[src/rtl/chess_turn_scheduler_pkg.sv]
// Encodings shared by the turn scheduler and the layout matrix so both sides
// agree on player colour and game-state values.
package chess_turn_scheduler_pkg;

  localparam logic WHITE_PLAYER = 1'b1;
  localparam logic BLACK_PLAYER = 1'b0;

  localparam logic TRUE  = 1'b1;
  localparam logic FALSE = 1'b0;
  localparam logic ON    = 1'b1;
  localparam logic OFF   = 1'b0;

  typedef enum logic [2:0] {
    ST_IDLE   = 3'd0,
    ST_RUN    = 3'd1,
    ST_PAUSE  = 3'd2,
    ST_SWITCH = 3'd3,
    ST_OVER   = 3'd4
  } game_state_e;

endpackage

[src/rtl/chess_player_clock.sv]
// One player's countdown clock: reload to GAME_TIME, tick down, add the
// per-move bonus with saturation at TIME_MAX. Load beats increment beats decrement.
module chess_player_clock #(
  parameter int TIME_W    = 14,
  parameter int GAME_TIME = 3000,
  parameter int INCREMENT = 50,
  parameter int TIME_MAX  = 16383
) (
  input  logic              OutClock,
  input  logic              resetApp,
  input  logic              load_i,
  input  logic              dec_i,
  input  logic              inc_i,
  output logic [TIME_W-1:0] time_o,
  output logic              zero_o
);

  logic [TIME_W-1:0] time_q, time_d;
  logic [TIME_W:0]   sum;

  // One extra bit so the bonus addition cannot wrap before the ceiling test.
  assign sum = {1'b0, time_q} + (TIME_W+1)'(INCREMENT);

  always_comb begin
    time_d = time_q;
    if (load_i) begin
      time_d = TIME_W'(GAME_TIME);
    end else if (inc_i) begin
      time_d = (sum > (TIME_W+1)'(TIME_MAX)) ? TIME_W'(TIME_MAX) : sum[TIME_W-1:0];
    end else if (dec_i && !zero_o) begin
      time_d = time_q - TIME_W'(1);
    end
  end

  always_ff @(posedge OutClock or posedge resetApp) begin
    if (resetApp) begin
      time_q <= TIME_W'(GAME_TIME);
    end else begin
      time_q <= time_d;
    end
  end

  assign time_o = time_q;
  assign zero_o = (time_q == '0);

endmodule

[src/rtl/chess_turn_scheduler.sv]
// Timed-game sequencer: side to move, two player clocks, move counter and game
// state; grants MoveEnable to the layout datapath only while running.
module chess_turn_scheduler
  import chess_turn_scheduler_pkg::*;
#(
  parameter int TIME_W    = 14,
  parameter int GAME_TIME = 3000,
  parameter int INCREMENT = 50,
  parameter int TIME_MAX  = 16383,
  parameter int COUNT_W   = 8
) (
  input  logic               OutClock,
  input  logic               resetApp,
  input  logic               StartGame,
  input  logic               PauseSwitch,
  input  logic               MoveDone,
  input  logic               MovePlayer,
  output logic               Player,
  output logic               MoveEnable,
  output logic [2:0]         GameState,
  output logic [TIME_W-1:0]  WhiteTime,
  output logic [TIME_W-1:0]  BlackTime,
  output logic [COUNT_W-1:0] MoveCount,
  output logic               Timeout,
  output logic               Winner
);

  game_state_e          state_q;
  logic                 player_q;
  logic [COUNT_W-1:0]   count_q;
  logic                 timeout_q;
  logic                 winner_q;

  logic                 valid_move, run_tick, expire, reload;
  logic                 white_zero, black_zero, active_zero;
  logic [TIME_W-1:0]    active_time;
  logic                 white_dec, black_dec, white_inc, black_inc;

  assign active_time = (player_q == WHITE_PLAYER) ? WhiteTime  : BlackTime;
  assign active_zero = (player_q == WHITE_PLAYER) ? white_zero : black_zero;

  // A commit outranks a pause request, which outranks the clock tick.
  assign valid_move = (state_q == ST_RUN) && MoveDone && (MovePlayer == player_q);
  assign run_tick   = (state_q == ST_RUN) && !valid_move && !PauseSwitch && !active_zero;
  assign expire     = run_tick && (active_time == TIME_W'(1));
  assign reload     = (state_q == ST_OVER) && StartGame;

  assign white_dec = run_tick && (player_q == WHITE_PLAYER);
  assign black_dec = run_tick && (player_q == BLACK_PLAYER);
  // Player has not toggled yet while in SWITCH, so player_q is still the mover.
  assign white_inc = (state_q == ST_SWITCH) && (player_q == WHITE_PLAYER);
  assign black_inc = (state_q == ST_SWITCH) && (player_q == BLACK_PLAYER);

  chess_player_clock #(
    .TIME_W(TIME_W), .GAME_TIME(GAME_TIME), .INCREMENT(INCREMENT), .TIME_MAX(TIME_MAX)
  ) u_white_clock (
    .OutClock(OutClock), .resetApp(resetApp),
    .load_i(reload), .dec_i(white_dec), .inc_i(white_inc),
    .time_o(WhiteTime), .zero_o(white_zero)
  );

  chess_player_clock #(
    .TIME_W(TIME_W), .GAME_TIME(GAME_TIME), .INCREMENT(INCREMENT), .TIME_MAX(TIME_MAX)
  ) u_black_clock (
    .OutClock(OutClock), .resetApp(resetApp),
    .load_i(reload), .dec_i(black_dec), .inc_i(black_inc),
    .time_o(BlackTime), .zero_o(black_zero)
  );

  always_ff @(posedge OutClock or posedge resetApp) begin
    if (resetApp) begin
      state_q   <= ST_IDLE;
      player_q  <= WHITE_PLAYER;
      count_q   <= '0;
      timeout_q <= FALSE;
      winner_q  <= BLACK_PLAYER;
    end else begin
      case (state_q)
        ST_IDLE: begin
          if (StartGame) state_q <= ST_RUN;
        end
        ST_RUN: begin
          if (valid_move) begin
            state_q <= ST_SWITCH;
          end else if (PauseSwitch) begin
            state_q <= ST_PAUSE;
          end else if (expire) begin
            state_q   <= ST_OVER;
            timeout_q <= TRUE;
            winner_q  <= ~player_q;
          end
        end
        ST_SWITCH: begin
          player_q <= ~player_q;
          count_q  <= count_q + COUNT_W'(1);
          state_q  <= PauseSwitch ? ST_PAUSE : ST_RUN;
        end
        ST_PAUSE: begin
          if (!PauseSwitch) state_q <= ST_RUN;
        end
        ST_OVER: begin
          if (StartGame) begin
            state_q   <= ST_IDLE;
            player_q  <= WHITE_PLAYER;
            count_q   <= '0;
            timeout_q <= FALSE;
            winner_q  <= BLACK_PLAYER;
          end
        end
        default: state_q <= ST_IDLE;
      endcase
    end
  end

  assign Player     = player_q;
  assign GameState  = state_q;
  assign MoveCount  = count_q;
  assign Timeout    = timeout_q;
  assign Winner     = winner_q;
  assign MoveEnable = (state_q == ST_RUN);

endmodule

[config.mk]
export PLATFORM = sky130hd
export DESIGN_NAME = chess_turn_scheduler
export DESIGN_NICKNAME = d
export VERILOG_FILES = /design/src/rtl/chess_turn_scheduler_pkg.sv /design/src/rtl/chess_player_clock.sv /design/src/rtl/chess_turn_scheduler.sv
export SDC_FILE = /design/constraint.sdc
export NUM_CORES = 1
export LEC_CHECK = 0
export BUFFER_PORTS_ARGS = -buffer_cell sky130_fd_sc_hd__buf_2
export CELL_PAD_IN_SITES_DETAIL_PLACEMENT = 0
export CELL_PAD_IN_SITES_GLOBAL_PLACEMENT = 1
export CORE_MARGIN = 3
export CORE_UTILIZATION = 41
export CTS_BUF_LIST = sky130_fd_sc_hd__clkbuf_2 sky130_fd_sc_hd__clkbuf_4 sky130_fd_sc_hd__clkbuf_8
export DETAILED_ROUTE_END_ITERATION = 10
export PLACE_DENSITY_LB_ADDON = 0.15
export SYNTH_ARGS = -nofsm -noshare
export SYNTH_HDL_FRONTEND = slang
export SYNTH_HIERARCHICAL = 1
export SYNTH_SLANG_ARGS = --single-unit
[constraint.sdc]
create_clock -name OutClock -period 2.5 [get_ports OutClock]
set_input_delay 0 -clock OutClock [delete_from_list [all_inputs] [get_ports OutClock]]
set_output_delay 0 -clock OutClock [all_outputs]
set_load 0.02 [all_outputs]
==> results of run 1 <==
[worst max-delay path: cells and delay by family, from the launching register on]
family	cells	cell delay, ps
compound gates	4	660
simple gates	4	1210
flops	1	400
buf+inv	1	70
[how the worst max path moves through the flow]
stage | to | startpoint
finish | u_black_clock/time_o[13] | GameState[2]
CTS | u_white_clock/time_o[12] | u_white_clock/time_o[0]
floorplan | u_black_clock/time_o[13] | GameState[1]
global placement | u_black_clock/time_o[13] | GameState[2]
global route | u_black_clock/time_o[13] | GameState[2]
detailed placement | u_white_clock/time_o[12] | GameState[2]
[metrics by stage]
stage	instances	util, %	TNS (ps)
CTS	648	52.9	0
detailed placement	636	50.8	-18.7
global route	650	53.4	-154
floorplan	444	-	-585
global placement	636	50.8	0
finish	650	53.4	0
[cell type report]
type | instances | area share [%]
tap | 108 | 2.89
sequential | 42 | 23.0
clock inverter | 3 | 1.47
inverter | 19 | 1.52
clock buffer | 5 | 1.47
multi-input combinational | 350 | 52.4
timing repair buffer | 123 | 17.3
[layer usage]
metal,vias up,GRT usage (%),share of wire (%)
met5,-,0,0
met4,0,6.54,1.5
met3,15,3.11,5.3
met2,148,40.6,51
met1,1868,28.3,42
li1,1872,-,-
[placed cells by master, fill, tap and decap left out, types with 9 or more instances in the layout]
cell / count
buf_4: 73
buf_2: 48
nand2_1: 42
nor2_1: 34
nand3_1: 23
dfrtp_1: 22
a21oi_1: 22
o21ai_0: 18
inv_1: 17
dfstp_2: 15
xnor2_1: 15
ha_1: 13
nor4_1: 12
nor3_1: 11
nand4_1: 9
[synth_stat cells (all sizes together) (6+ instances only)]
library cell,instances
a211oi,10
a21oi,24
a311oi,6
a31oi,6
buf,16
clkbuf,17
dfrtp,27
dfstp,15
ha,13
inv,18
nand2,44
nand3,24
nand4,9
nor2,34
nor3,17
nor4,13
o21ai,21
o22ai,8
o31ai,6
or3,7
or4,6
xnor2,15
xor2,7
[what timing repair did]
action	in CTS	in global routing
hold buffers	2	0
endpoints found under the hold margin	28	0
gates cloned	0	0
pin swaps	2	2
buffers inserted	2	2
gates resized for setup	3	7
endpoints found under the setup margin	3	17
[report_power, final]
group / leakage [nW] / switching [mW] / internal (mW)
sequential: 0.454 / 0.257 / 1.01
clock: 0.0683 / 0.265 / 0.401
combinational: 1.38 / 2.06 / 1.39
total: 1.90 / 2.59 / 2.80
[logic make-up (layout without fill, tap and decap cells)]
group,after synthesis,count (layout)
buffers and inverters,52,150
AOI/OAI and AO/OA,125,125
adders and majority gates,13,13
DFF,42,42
xor gates and xnor gates,22,22
muxes,3,3
and+or+nand+nor,187,187
[state kept, by name (all words and copies together), names as in the netlist]
signal / cells
MoveCount: 8
Winner: 1
Player: 1
u_black_clock/time_o: 14
GameState: 3
u_white_clock/time_o: 14
Timeout: 1
==> metrics.csv, run 1 <==
stage,metric,value,unit
run_status,status,"complete, no violations",
timing,Slew @ Worst Pin,817,ps
yosys,Yosys top cell area share,18.3,%
timing,fin crit period,2470,ps
clock_network,CTS tree,done,
detailed_routing,drt drc,0,
detailed_routing,Routed wire per std cell,17.9,um
yosys,number of synthesized register bits,42,
clock_network,CTS max path bufs,2,
worst_setup_path,CP Cell Sequence,or4b_4 > a21o_1 > nor3_2 > inv_1 > a41oi_2 > nor3_4 > or4b_1 > a21oi_1 > a211oi_1,
timing,Max Slew Vio Count,0,
worst_setup_path,CP Launch Type,flip-flop,
placed_design,Placer Congestion,0.885,
yosys,ys async rst share,100,%
worst_setup_path,R2R depth,9,
grt,gr usage total,22.7,%
timing,Hold WS,37.4,ps
finish,Fill cells,836,
timing,# setup viols final,0,
power,power density over cell area,1150,nW/um2
floorplanning,Core Rows,34,
floorplanning,Initial Util,42.2,%
detailed_routing,Routed Antenna Nets,0,
floorplanning,core area,8760,um2
detailed_routing,drt total wl,11.7,mm
worst_hold_path,hold path cells,3,
clock_network,htree depth,2,
yosys,Netlist Area Pre-Place,3700,um2
worst_setup_path,CP max stage cell,or4b_4,
yosys,cells after synthesis,444,
finish,Final #Nets,560,
timing,fmax,405,MHz
yosys,Yosys top cell by area,dfrtp_1,
yosys,mux contribution to synthesized area,0.846,%
finish,Diodes inserted,0,
detailed_routing,via count,3903,
worst_setup_path,delay of the slowest critical-path stage,520,ps
placed_design,Area after DPL,4450,um2
yosys,XOR/XNOR Fraction of Synth Area,5.21,%
power,Peak VDD IR,0.517,mV
floorplanning,die width,101,um
grt,largest net degree at the start of global routing,15,
finish,ratio of cells with drive above 1 in the final layout,35.2,%
clock_network,Clock Sinks,42,
grt,initial antenna violation count,0,
finish,Final Cell Area,4680,um2
timing,worst clock skew,5.14,ps
worst_setup_path,CP required,2670,ps
clock_network,Clock transition at path regs,90,ps
clock_network,later-pin clock latency in the skew report,300,ps
power,Leak,1.90,nW
timing,Final Worst Setup Slack,29.5,ps
grt,gr ovfl total,0,
worst_setup_path,Critical Path AT,2640,ps
detailed_routing,router iterations before antenna repair,5,
placed_design,dpl hpwl,8.57,mm
detailed_routing,vias per cell,6.00,
floorplanning,Die ar.,10200,um2
worst_setup_path,worst reg2reg setup slack,30,ps
worst_setup_path,worst-path fanout max,3,
finish,FF/Latch Area,1080,um2
worst_hold_path,type of the worst min-delay path,in -> reg,
timing,final hold vios,0,
yosys,"Distinct cells, synth",87,
yosys,syn nets,463,
timing,Slew Limit Headroom,45.2,%
worst_setup_path,RR Startpoint,GameState[2],
yosys,Post-synth EDFFs,0,
worst_setup_path,Worst setup EP type,flip-flop,
yosys,largest family of logic cells by synthesized area,simple AND/OR/NAND/NOR gates,
worst_hold_path,Hold Crit Endpoint,GameState[0],
floorplanning,die height,101,um
grt,vias in the first global route,3767,
yosys,Synth Warn #,6,
worst_setup_path,worst r2r dst,u_black_clock/time_o[13],
timing,unrepaired setup endpoints after global routing,yes,
finish,synth-to-layout area growth,26.6,%
worst_hold_path,worst hold start,PauseSwitch,
finish,Multi-input gate area,2450,um2
flow_run,max cap viols,0,
placed_design,# port buffers,48,
yosys,Synth area leaders,"dfrtp_1, dfstp_2, ha_1",
grt,first-pass GRT wire length,18.6,mm
yosys,Synth Area per Inst,8.33,um2
power,Final Total Pwr,5.38,mW
detailed_routing,DR iter-0 viols,262,
yosys,Synth Area in Compound Gates,26.4,%
timing,Final Cycle Share,98.8,%
worst_setup_path,CP Class,reg -> reg,
placed_design,Place WS,-10.4,ps
floorplanning,I/O pins,49,
clock_network,Num CTS Buffers,5,
yosys,sequential cell area fraction in the yosys report,28.9,%
yosys,Post-synth top flop,dfrtp_1,
yosys,area share of and/or/nand/nor cells after synthesis,27.5,%
yosys,Post-Synth Adder-Cell Area,4.40,%
clock_network,Root Driver,clkbuf_8,
Note: power is estimated with default switching activity, not from simulation.
==> run 2, diff against run 1 <==
CORE_MARGIN = 2   (was 3)
clock period = 2.22 ns   (was 2.5 ns; I/O delays follow)
==> run 2 against run 1 <==
  * The flow now finishes with violations (negative setup slack)
  * Register-to-register slack got worse by 300 ps
  * Clock power fell by 0.8%
  * Worst setup slack got worse by 300 ps
  * Die area shrank 3.9%
  * Clock-buffer cell count unchanged
  * Maximum frequency down 0.77%
  * Critical path depth unchanged
  * Clock skew up 1.7 ps
  * Flip-flop and latch count did not move
  * Global-route usage grew 3.1 points
  * Worst hold slack better by 29 ps
  * Largest cell class unchanged
  * Highest routed layer unchanged
==> metrics.csv, run 2 (synthesis results as in run 1) <==
stage,metric,value,unit,change
run_status,status,"complete, but fails checks",,
placed_design,Placer Congestion,0.881,,-0.47%
clock_network,CTS tree,done,,
placed_design,Place WS,-286,ps,-276 ps
floorplanning,I/O pins,49,,unchanged
timing,Slew @ Worst Pin,667,ps,-151 ps
timing,Final Worst Setup Slack,-270,ps,-299 ps
grt,GR peak layer,met2,,
grt,GR Util met2,45.3,%,+4.7 points
worst_setup_path,delay of the slowest critical-path stage,480,ps,-40 ps
clock_network,htree depth,2,,unchanged
grt,gr ovfl total,0,,unchanged
worst_setup_path,Worst setup EP type,flip-flop,,
finish,Final Cell Area,5470,um2,+17%
finish,Fill cells,777,,-7.1%
clock_network,Clock Sinks,42,,unchanged
flow_run,max cap viols,0,,unchanged
timing,fin crit period,2490,ps,+19.1 ps
worst_setup_path,CP required,2420,ps,-250 ps
finish,FF/Latch Area,1080,um2,unchanged
detailed_routing,DR iter-0 viols,161,,-39%
grt,GRT met3 Usage,2.84,%,-0.28 points
floorplanning,die width,99.0,um,-2.0%
power,Final Total Pwr,6.76,mW,+26%
detailed_routing,drt drc,0,,unchanged
grt,largest net degree at the start of global routing,26,,+11
finish,Diodes inserted,0,,unchanged
timing,# setup viols final,28,,+28
finish,synth-to-layout area growth,47.9,%,
clock_network,Clock transition at path regs,100,ps,about the same
grt,gr usage total,25.8,%,+3.1 points
timing,Slew Limit Headroom,55.5,%,+10 points
worst_setup_path,CP max stage cell,or4b_4,,
power,power density over cell area,1240,nW/um2,+7.6%
worst_setup_path,worst-path fanout max,3,,unchanged
placed_design,Area after DPL,4760,um2,+6.9%
grt,first-pass GRT wire length,20.6,mm,+11%
worst_hold_path,type of the worst min-delay path,in -> reg,,
worst_setup_path,CP Launch Type,flip-flop,,
placed_design,# port buffers,48,,unchanged
floorplanning,Core Rows,34,,unchanged
grt,vias in the first global route,4011,,+6.5%
clock_network,Root Driver,clkbuf_8,,
power,Leak,2.23,nW,+17%
finish,Final #Nets,610,,+8.9%
worst_setup_path,Critical Path AT,2690,ps,+50 ps
detailed_routing,via count,4056,,+3.9%
floorplanning,core area,8720,um2,-0.49%
clock_network,later-pin clock latency in the skew report,310,ps,about the same
detailed_routing,vias per cell,5.79,,-3.5%
timing,Final Cycle Share,112,%,+13 points
timing,fmax,402,MHz,-0.77%
timing,Max Slew Vio Count,0,,unchanged
timing,final hold vios,0,,unchanged
worst_setup_path,Crit path max-delay family,simple AND/OR/NAND/NOR gates,,
finish,Multi-input gate area,2800,um2,+14%
detailed_routing,Routed wire per std cell,17.7,um,-1.1%
grt,met1 usage,33.5,%,+5.2 points
detailed_routing,router iterations before antenna repair,4,,-1
clock_network,CTS max path bufs,2,,unchanged
run_status,failing checks,negative setup slack,,
floorplanning,Die ar.,9800,um2,-3.9%
floorplanning,Initial Util,42.4,%,+0.21 points
worst_setup_path,CP Cell Sequence,or4b_4 > a21o_1 > nor3_2 > inv_1 > a41oi_4 > nor3_4 > or4b_1 > a21oi_1 > a211oi_1,,
finish,"commonest cells after routing, fill and taps aside","buf_4, buf_2, nand2_1",,
worst_setup_path,Buf/Inv on CP,1,,unchanged
floorplanning,die height,99.0,um,-2.0%
finish,ratio of cells with drive above 1 in the final layout,49.2,%,+14 points
clock_network,Num CTS Buffers,5,,unchanged
worst_setup_path,worst reg2reg setup slack,-270,ps,-300 ps
worst_setup_path,CP Class,reg -> reg,,
detailed_routing,drt total wl,12.4,mm,+6.6%
power,Peak VDD IR,0.678,mV,+31%
timing,unrepaired setup endpoints after global routing,yes,,
grt,initial antenna violation count,0,,unchanged
placed_design,dpl hpwl,8.81,mm,+2.8%
timing,worst clock skew,6.81,ps,+1.67 ps
finish,"commonest non-fill, non-tap cell in the layout",buf_4,,
detailed_routing,Routed Antenna Nets,0,,unchanged
-- run 2: changes by cell type in the layout (fill, tap and decap cells not counted), moves of 9 or more --
cell | previous run | this run
o21ai_0 | 18 | 9
buf_4 | 73 | 108
a21oi_1 | 22 | 12
buf_6 | 0 | 9
a21oi_2 | 2 | 11
-- run 2: worst paths after layout --
path / start / to / cells after the start
worst max-delay path: GameState[1] / u_black_clock/time_o[13] / 9
worst min-delay path: MoveDone / GameState[1] / 3
worst max register to register: GameState[1] / u_black_clock/time_o[13] / 9
worst min register to register: Timeout / Timeout / 2
max in group asynchronous: resetApp / u_white_clock/time_o[0] / 3
min in group asynchronous: resetApp / GameState[2] / 3
-- run 2: final cells by class --
type                            count  share of cell area, %
Inverter                           19                   1.42
Multi-Input combinational cell    351                   51.1
Sequential cell                    42                   19.7
Tap cell                          108                   2.47
Clock inverter                      3                  0.892
Clock buffer                        5                   1.26
Timing Repair Buffer              172                   23.2
-- run 2: repair_timing --
item / CTS / global route
endpoints found under the hold margin: 28 / 0
endpoints found under the setup margin: 27 / 31
pin swaps: 19 / 27
hold buffers: 2 / 0
cloned: 1 / 0
buffers inserted: 13 / 15
resized for setup: 28 / 62
-- run 2: routing by layer --
metal	vias up	part of all wire, %
met4	0	2.4
met2	103	51
li1	1980	-
met5	-	0
met1	1951	43
met3	22	3.2
-- run 2: worst min-delay path, stage by stage --
cell and delay, ps:
buf_2 120, a31oi_1 160, nor3_1 60
-- run 2: stage by stage --
stage          hold slack [ps]  setup TNS (ps)  util [%]  instances
2_1_floorplan             -116           -5320         -        444
3_3_place_gp              93.3           -3730      54.6        667
3_5_place_dp              93.4           -4400      54.6        667
4_1_cts                   77.1           -3440      58.5        690
5_1_grt                   68.6           -5610      62.7        700
6_report                  66.1           -3120      62.7        700
-- run 2: where the power goes --
group	internal, mW	leakage (nW)	switching [mW]
Clock	0.343	0.0563	0.318
Combinational	2.05	1.72	2.65
Sequential	1.13	0.454	0.272
Total	3.53	2.23	3.24
==> run 3, diff against run 2 <==
CORE_UTILIZATION = 40   (was 41)
CTS_BUF_LIST = not set   (was sky130_fd_sc_hd__clkbuf_2 sky130_fd_sc_hd__clkbuf_4 sky130_fd_sc_hd__clkbuf_8)
SKIP_LAST_GASP = 1   (was not set)
clock period = 2.05 ns   (was 2.22 ns; I/O delays follow)
==> run 3 against run 2 <==
  * The flow still finishes with violations (negative setup slack)
  * Sequential power up 6%
  * Utilization fell by 2.7 points
  * Flip-flop and latch count did not move
  * Wire length grew 0.39%
  * Power is 8.4% higher
  * Clock-buffer cell count is the same
  * Cell count increased by 2.6%
  * Via count increased by 3.0%
  * Worst setup slack got worse by 180 ps
  * First-iteration DRC count up 16%
  * Critical endpoint unchanged
==> metrics.csv, run 3 (synthesis results as in run 1) <==
stage,metric,value,unit,change
placed_design,Area after DPL,4950,um2,+4.1%
clock_network,later-pin clock latency in the skew report,300,ps,about the same
grt,initial antenna violation count,0,,unchanged
worst_setup_path,Crit path max-delay family,simple AND/OR/NAND/NOR gates,,
timing,# setup viols final,31,,+11%
floorplanning,Die ar.,10000,um2,+2.4%
clock_network,CTS max path bufs,2,,unchanged
worst_hold_path,Hold Crit Endpoint,GameState[1],,
flow_run,max cap viols,0,,unchanged
detailed_routing,router iterations before antenna repair,4,,unchanged
power,Gate power share,72.0,%,+2.5 points
power,Sw Ratio,47.4,%,-0.46 points
finish,"commonest non-fill, non-tap cell in the layout",buf_4,,
power,Pint,3.86,mW,+9.4%
power,Clock power frac,7.7,%,-2.1 points
placed_design,dpl hpwl,9.16,mm,+4.0%
worst_setup_path,CP required,2220,ps,-200 ps
detailed_routing,vias per cell,5.82,,+0.40%
finish,Final Cell Area,5470,um2,about the same
clock_network,Clock transition at path regs,90,ps,about the same
power,Peak VDD IR,0.746,mV,+10%
timing,Final Worst Setup Slack,-453,ps,-183 ps
run_status,failing checks,negative setup slack,,
grt,gr ovfl total,0,,unchanged
detailed_routing,Routed wire per std cell,17.4,um,-2.1%
finish,"commonest cells after routing, fill and taps aside","buf_4, buf_2, nand2_1",,
worst_setup_path,CP Launch Type,flip-flop,,
placed_design,# port buffers,48,,unchanged
worst_setup_path,worst reg2reg setup slack,-450,ps,-180 ps
finish,synth-to-layout area growth,47.9,%,about the same
timing,final hold vios,0,,unchanged
timing,Max Slew Vio Count,0,,unchanged
floorplanning,Initial Util,40.6,%,-1.8 points
grt,vias in the first global route,4131,,+3.0%
timing,Final Cycle Share,122,%,+10 points
power,Psw,3.48,mW,+7.4%
detailed_routing,Routed Antenna Nets,0,,unchanged
detailed_routing,via count,4177,,+3.0%
worst_setup_path,worst r2r dst,u_black_clock/time_o[13],,
clock_network,htree depth,2,,unchanged
power,Final Total Pwr,7.33,mW,+8.4%
worst_setup_path,Buf/Inv on CP,1,,unchanged
worst_hold_path,type of the worst min-delay path,in -> reg,,
worst_setup_path,Critical Path AT,2670,ps,-20 ps
worst_setup_path,Worst setup EP type,flip-flop,,
grt,gr usage total,25.2,%,-0.54 points
power,Reg power frac,20.3,%,-0.4 points
worst_hold_path,hold path cells,3,,unchanged
timing,Hold WS,63.0,ps,-3.11 ps
worst_setup_path,CP max stage cell,or4b_4,,
finish,Multi-input gate area,2670,um2,-4.4%
timing,Sum Neg Setup Slack,-9090,ps,-5970 ps
detailed_routing,drt total wl,12.5,mm,+0.39%
floorplanning,core area,9110,um2,+4.4%
grt,largest net degree at the start of global routing,23,,-12%
placed_design,Placer Congestion,0.921,,+4.5%
timing,worst clock skew,9.38,ps,+2.57 ps
clock_network,Num CTS Buffers,5,,unchanged
finish,Final #Nets,625,,+2.5%
finish,ratio of cells with drive above 1 in the final layout,47.9,%,-1.2 points
power,Leak,2.28,nW,+2.5%
timing,Slew Limit Headroom,56.5,%,+1.0 points
worst_setup_path,RR Startpoint,GameState[2],,
finish,FF/Latch Area,1080,um2,+0.12%
timing,fmax,400,MHz,-0.54%
detailed_routing,DR iter-0 viols,186,,+16%
clock_network,Clock Sinks,42,,unchanged
grt,first-pass GRT wire length,20.4,mm,-0.87%
worst_setup_path,R2R depth,9,,unchanged
floorplanning,die height,100,um,+1.2%
timing,fin crit period,2500,ps,+13.4 ps
timing,Slew @ Worst Pin,651,ps,-15.3 ps
timing,unrepaired setup endpoints after global routing,yes,,
power,power density over cell area,1340,nW/um2,+8.4%
finish,Diodes inserted,0,,unchanged
worst_setup_path,worst-path fanout max,3,,unchanged
floorplanning,Core Rows,35,,+2.9%
worst_hold_path,worst hold start,PauseSwitch,,
worst_setup_path,delay of the slowest critical-path stage,520,ps,+40 ps
finish,Fill cells,844,,+8.6%
worst_setup_path,CP Class,reg -> reg,,
detailed_routing,drt drc,0,,unchanged
floorplanning,die width,100,um,+1.2%
run_status,status,"complete, but fails checks",,
clock_network,Root Driver,clkbuf_8,,
clock_network,CTS tree,done,,
floorplanning,I/O pins,49,,unchanged
worst_setup_path,CP Cell Sequence,or4b_4 > a21o_1 > nor3_2 > inv_1 > a41oi_4 > nor3_4 > or4b_1 > a21oi_1 > a211oi_1,,
## run 3: cell types whose count changed in the layout (fill, tap and decap cells not counted), sizes merged
| cell | change |
|---|---|
| buf | +16 |
| inv | +1 |
| o41ai | -1 |
| bufinv | -1 |
## run 3: area by class of cell
type / count / area share, %
Clock inverter: 3 / 0.435
Sequential cell: 42 / 19.7
Timing Repair Buffer: 188 / 25.9
Tap cell: 111 / 2.54
Inverter: 19 / 1.35
Multi-Input combinational cell: 350 / 48.8
Clock buffer: 5 / 1.26
## run 3: what timing repair did
| action | CTS | global route |
|---|---|---|
| setup buffers | 11 | 5 |
| hold endpoints to repair | 28 | 0 |
| hold buffers | 2 | 0 |
| cloned | 1 | 0 |
| gates resized for setup | 51 | 14 |
| pin swaps | 43 | 9 |
| setup endpoints to repair | 30 | 32 |
## run 3: how the worst max path moves through the flow
stage                       startpoint                        to  slack, ps  cells past startpoint
after floorplan           GameState[1]  u_black_clock/time_o[13]       -610                     10
after global placement    GameState[2]   u_white_clock/time_o[9]       -460                      9
after detailed placement  GameState[2]   u_white_clock/time_o[9]       -450                      9
after CTS                 GameState[2]  u_black_clock/time_o[13]       -390                      9
after global routing      GameState[2]  u_black_clock/time_o[13]       -580                      9
final                     GameState[2]  u_black_clock/time_o[13]       -450                      9
## run 3: power groups by stage
stage | Clock, mW | Sequential, mW | Combinational (mW)
final | 0.565 | 1.49 | 5.28
after global routing | 0.609 | 1.54 | 5.72
after CTS | 0.579 | 1.49 | 5.10
after detailed placement | 0 | 1.50 | 4.79
after global placement | 0 | 1.49 | 4.72
after floorplan | 0 | 2.01 | 2.33
## run 3: layer usage
metal	vias up	GRT usage [%]	part of all wire [%]
li1	2001	-	-
met5	-	0	0
met2	126	44.5	51
met3	24	3.55	4.4
met4	0	8.43	2.4
met1	2026	31.7	42
## run 3: stage by stage
step | setup WS (ps) | instances | utilization, %
floorplan | -614 | 444 | -
global placement | -460 | 692 | 54.4
detailed placement | -446 | 692 | 54.4
CTS | -388 | 713 | 58.8
global route | -584 | 718 | 60.1
finish | -453 | 718 | 60.1
## run 3: worst min-delay path, cell delays in order
cell	delay [ps]
buf_2	120
a31oi_1	140
nor3_1	60
